===== config.mk =====
export PLATFORM = sky130hd
export DESIGN_NAME = bus_decoder
export DESIGN_NICKNAME = d
export VERILOG_FILES = /design/src/rtl/bus_decoder.sv
export SDC_FILE = /design/constraint.sdc
export NUM_CORES = 1
export LEC_CHECK = 0
export ABC_AREA = 1
export CAP_MARGIN = 20
export CORE_MARGIN = 4
export CORE_UTILIZATION = 37
export DETAILED_ROUTE_END_ITERATION = 7
export PLACE_DENSITY = 0.88
export SYNTH_ARGS = -nofsm -noshare
export SYNTH_HDL_FRONTEND = slang
export SYNTH_SLANG_ARGS = --single-unit

===== constraint.sdc =====
create_clock -name clk -period 2.4 [get_ports clk]
set_clock_uncertainty 0.15 [all_clocks]
set_input_delay 0.6 -clock clk [delete_from_list [all_inputs] [get_ports clk]]
set_output_delay 0.6 -clock clk [all_outputs]
set_load 0.05 [all_outputs]

===== src/rtl/bus_decoder.sv =====
// bus_decoder: address decoder / wait-state generator between a simple CPU
// bus and up to 8 memory-mapped slaves. Each capture registers the address,
// write data and a one-hot slave select. A per-slave wait count holds the
// CPU off (cpu_rdy low) before the access completes.
// Optional macro BUS_ERR_EN adds a sticky capture of the first unmapped
// access address (err_flag / err_addr, cleared by err_clr).
module bus_decoder #(
  parameter int                  NSLV = 4,
  parameter int                  AW   = 16,
  parameter int                  DW   = 8,
  parameter logic [NSLV*AW-1:0]  BASE = {16'h0000, 16'h5000, 16'h6000, 16'h8000},
  parameter logic [NSLV*AW-1:0]  MASK = {16'hC000, 16'hF000, 16'hF000, 16'h8000},
  parameter logic [NSLV*2-1:0]   WAIT = {2'd0, 2'd2, 2'd1, 2'd0}
) (
  input  logic               clk,
  input  logic               rst,
  input  logic [AW-1:0]      cpu_ad,
  input  logic               cpu_we,
  input  logic [DW-1:0]      cpu_do,
  output logic [DW-1:0]      cpu_di,
  output logic               cpu_rdy,
  output logic [AW-1:0]      slv_addr,
  output logic [NSLV-1:0]    slv_cs,
  output logic               slv_we,
  output logic [DW-1:0]      slv_wdata,
  input  logic [NSLV*DW-1:0] slv_rdata,
  input  logic               err_clr,
  output logic               err_flag,
  output logic [AW-1:0]      err_addr
);

  typedef enum logic {S_ACT, S_WAIT} state_t;

  state_t          state, state_nxt;
  logic [1:0]      cnt, cnt_nxt;
  logic [1:0]      wait_ld;
  logic            capture;
  logic            wr_q;
  logic [NSLV-1:0] match, hit;
  logic [DW-1:0]   rd_mux;

  // Per-slave address compare.
  genvar g;
  generate
    for (g = 0; g < NSLV; g++) begin : g_match
      assign match[g] = (cpu_ad & MASK[g*AW +: AW]) == BASE[g*AW +: AW];
    end
  endgenerate

  // Lowest index wins: isolate the least significant set bit.
  assign hit = match & (~match + NSLV'(1));

  // Wait count for the hit slave; zero when unmapped (hit is one-hot or zero).
  always_comb begin
    wait_ld = '0;
    for (int i = 0; i < NSLV; i++)
      if (hit[i]) wait_ld = wait_ld | WAIT[i*2 +: 2];
  end

  // Next-state: ACT captures every cycle, WAIT counts down and holds the bus.
  always_comb begin
    state_nxt = state;
    cnt_nxt   = cnt;
    capture   = 1'b0;
    case (state)
      S_ACT: begin
        capture = 1'b1;
        cnt_nxt = wait_ld;
        if (wait_ld != 2'd0) state_nxt = S_WAIT;
      end
      S_WAIT: begin
        cnt_nxt = cnt - 2'd1;
        if (cnt == 2'd1) state_nxt = S_ACT;
      end
      default: begin
        state_nxt = S_ACT;
        cnt_nxt   = '0;
      end
    endcase
  end

  // State and wait counter registers.
  always_ff @(posedge clk) begin
    if (rst) begin
      state <= S_ACT;
      cnt   <= '0;
    end else begin
      state <= state_nxt;
      cnt   <= cnt_nxt;
    end
  end

  // Address/data/select capture; held while waiting.
  always_ff @(posedge clk) begin
    if (rst) begin
      slv_addr  <= '0;
      slv_cs    <= '0;
      wr_q      <= 1'b0;
      slv_wdata <= '0;
    end else if (capture) begin
      slv_addr  <= cpu_ad;
      slv_cs    <= hit;
      wr_q      <= cpu_we;
      slv_wdata <= cpu_do;
    end
  end

  // Read-data mux on the registered select; all-ones when nothing is selected.
  always_comb begin
    rd_mux = '0;
    for (int i = 0; i < NSLV; i++)
      if (slv_cs[i]) rd_mux = rd_mux | slv_rdata[i*DW +: DW];
  end

  // Combinational outputs are forced to their idle values while rst is high,
  // so a reset raised mid-wait can never let a write strobe escape.
  assign cpu_di  = (rst || slv_cs == '0) ? {DW{1'b1}} : rd_mux;
  assign cpu_rdy = rst || (cnt == 2'd0);
  assign slv_we  = !rst && wr_q && (cnt == 2'd0) && (slv_cs != '0);

`ifdef BUS_ERR_EN
  logic err_set;
  // A clear coinciding with an unmapped capture lets the new capture latch.
  assign err_set = capture && (hit == '0) && (!err_flag || err_clr);

  // Sticky first-unmapped-access capture.
  always_ff @(posedge clk) begin
    if (rst) begin
      err_flag <= 1'b0;
      err_addr <= '0;
    end else if (err_set) begin
      err_flag <= 1'b1;
      err_addr <= cpu_ad;
    end else if (err_clr) begin
      err_flag <= 1'b0;
    end
  end
`else
  logic unused_err_clr;
  assign unused_err_clr = err_clr;
  assign err_flag       = 1'b0;
  assign err_addr       = '0;
`endif

endmodule


==> run metrics <==
Avg Inst Size Synth 7.22 sq um; Hold Crit Class flip-flop to flip-flop; Placed Area between 2000 and 2500 sq um; sequential power share 37.1%; WL final 4510 microns; Post-Syn Instances 219; xor-xnor portion of the synthesized cell area 0%; routed vias/inst 4.49; DRC 0; Clock transition at path regs 60 ps; dpl cells 356; chip height 73.4 microns; Routed Antenna Nets 0; HPWL after DPL 3410 microns; Worst setup EP type output port; largest stage delay on the critical path 420 ps; crit path cell chain clkdlybuf4s50_1 > a22o_1 > nor2_1 > nand2_1 > buf_6; Seq/Total Area, Yosys about two fifths; PD cells 603 nW/um^2; Sw Ratio 35.1%; Post-synth top cells 56 x nor2_1, 38 x nand2_1, 31 x dfxtp_1, 22 x buf_4, 21 x o21ai_0; final hold vios 0; vias in the first global route 1501; Synth Register Bits 31; Die ar. approximately 5400 sq um; Slew Viols, Final 0; status completed; 1st-iter DRT viols 57; H-tree Lvls 2; Clk Latency, worst-skew pair 290 ps; Nets 375; via count between 1500 and 2000; Chip Width 73.4 microns; Post-Synth Adder-Cell Area 1.58%; hold_ws 332 ps; cell with the most instances after synthesis nor2_1; clk sinks 31; synthesized cell area about 1600 sq um; leakage ~0.0011 uW; largest area contributor in the netlist dfxtp_1; critical path class input port to output port; Clock power frac between 20% and 30%; slew margin rel. 64.4%; slowest CP cell clkdlybuf4s50_1; maximum vdd ir drop 0.437 mV; CTS Root Cell clkbuf_8; drt wl/cell 12.4 microns; Synth Area in Compound Gates 16.2%; initial antenna violation count 0; first-pass iteration count of the detailed router 4; Ports 115; port bufs 96; Finished Cell Area about 2600 sq um; Post-synth EDFFs 0; top-area cell type share of the netlist area about two fifths; filler cell count 356; grt ovf 0; Max-Cap Viols 0; internal power 1010 uW; post-layout min period 2370 ps; Final WS setup just under 30 ps; fraction of final layout cells sized beyond drive strength 1 12.7%; Synth Flop Type dfxtp_1; fmax 422 MHz; Synthesis Warnings 0; P&R area growth vs syn 63.5%; CTS Buf Count 5; fin cells 364; Synth Area in Simple Gates 25.9%; Worst Path Required ~1700 ps; Sw Pwr 546 uW; # setup viols final 0; crit path DAT between 1500 and 2000 ps; Ant. Diodes 0; hold_buf cts 0; Bufs on Longest Clock Path 2; Final GP Congestion 0.759; largest cells by area after synthesis dfxtp_1 39%, nor2_1 13%, buf_4 10%; Gate power share 33.6%; CTS tree built; first-pass GRT wire length 6580 microns; CP startpoint kind input port; Yosys cell types 22; Worst Tran Pin Value 533 ps; CP Max Fanout 1; dpl ws -67.1 ps; largest net degree at the start of global routing 27; Async SR Flop Fraction 0%; Std-Cell Rows 23; core area 4060 sq um; mux contribution to synthesized area 0%; Initial Utilization 38.9%; fin crit share 98.8%; Register Area between 600 and 700 sq um; multi-input logic area 761 sq um; Total GRT Usage 15.8%; largest family of logic cells by synthesized area simple AND/OR/NAND/NOR gates; Core Util, Final 63.7%
[final timing paths]
path / slack (ps) / cells past startpoint / from / endpoint
setup reg to reg: 750 / 5 / state / state
hold reg to reg: 330 / 2 / slv_wdata[5] / slv_wdata[5]
setup / recovery: 30 / 5 / slv_rdata[25] / cpu_di[1]
hold / removal: 330 / 2 / slv_wdata[5] / slv_wdata[5]
[what timing repair did]
action	CTS	global route
setup endpoints to repair	9	8
setup buffers	0	0
gates resized for setup	1	4
[sequential cells by signal, summed over array words and instances, names as in the netlist]
name / count
slv_addr: 15
slv_wdata: 8
slv_cs: 4
cnt: 2
state: 1
wr_q: 1
[power groups by stage]
| stage | sequential [uW] | combinational, uW | clock, uW |
|---|---|---|---|
| final | 578 | 523 | 456 |
| after CTS | 578 | 522 | 472 |
| after floorplan | 697 | 238 | 0 |
| after global routing | 584 | 553 | 501 |
| after detailed placement | 589 | 522 | 0 |
| after global placement | 588 | 518 | 0 |
[cells by family after synthesis]
kind of cell	Yosys count
AND/OR/NAND/NOR	103
adder cells (fa/ha/maj)	2
AO/OA/AOI/OAI	41
other	1
flip-flops	31
buffers and inverters	41
[routing by layer]
metal  share of wire, %  global-route usage [%]  vias up
met2                 54                    28.1       50
met3                7.4                    6.29        5
met1                 38                    16.8      731
met4               0.75                    5.63        0
li1                   -                       -      848
met5                  0                       0        -
[cell usage in the layout, fill, tap and decap left out, drive strengths merged, types with 2 or more instances in the layout]
| master | instances |
|---|---|
| clkdlybuf4s50 | 80 |
| clkbuf | 7 |
| conb | 17 |
| a22o | 8 |
| inv | 11 |
| dfxtp | 31 |
| or2 | 3 |
| o21ai | 23 |
| nand2 | 38 |
| ha | 2 |
| buf | 20 |
| a21oi | 8 |
| nor2 | 58 |
| nand3 | 4 |
| a31oi | 2 |
[area by class of cell]
| class | count | area share (%) |
|---|---|---|
| Inverter | 11 | 1.60 |
| Clock inverter | 1 | 0.291 |
| Timing Repair Buffer | 101 | 38.4 |
| Sequential cell | 31 | 24.1 |
| Tap cell | 50 | 2.42 |
| Clock buffer | 7 | 3.73 |
| Multi-Input combinational cell | 163 | 29.4 |
[critical path: cells and delay by family]
| kind | cells | cell delay (ps) |
|---|---|---|
| buffers and inverters | 2 | 590 |
| AO/OA/AOI/OAI | 1 | 230 |
| AND/OR/NAND/NOR | 2 | 200 |
[through the flow]
| step | setup TNS (ps) | power (uW) |
|---|---|---|
| global route | -55.6 | 1640 |
| global placement | -404 | 1110 |
| floorplan | 0 | 935 |
| CTS | 0 | 1570 |
| detailed placement | -525 | 1110 |
| finish | 0 | 1560 |
No activity file was read; power rests on OpenSTA's default activity.
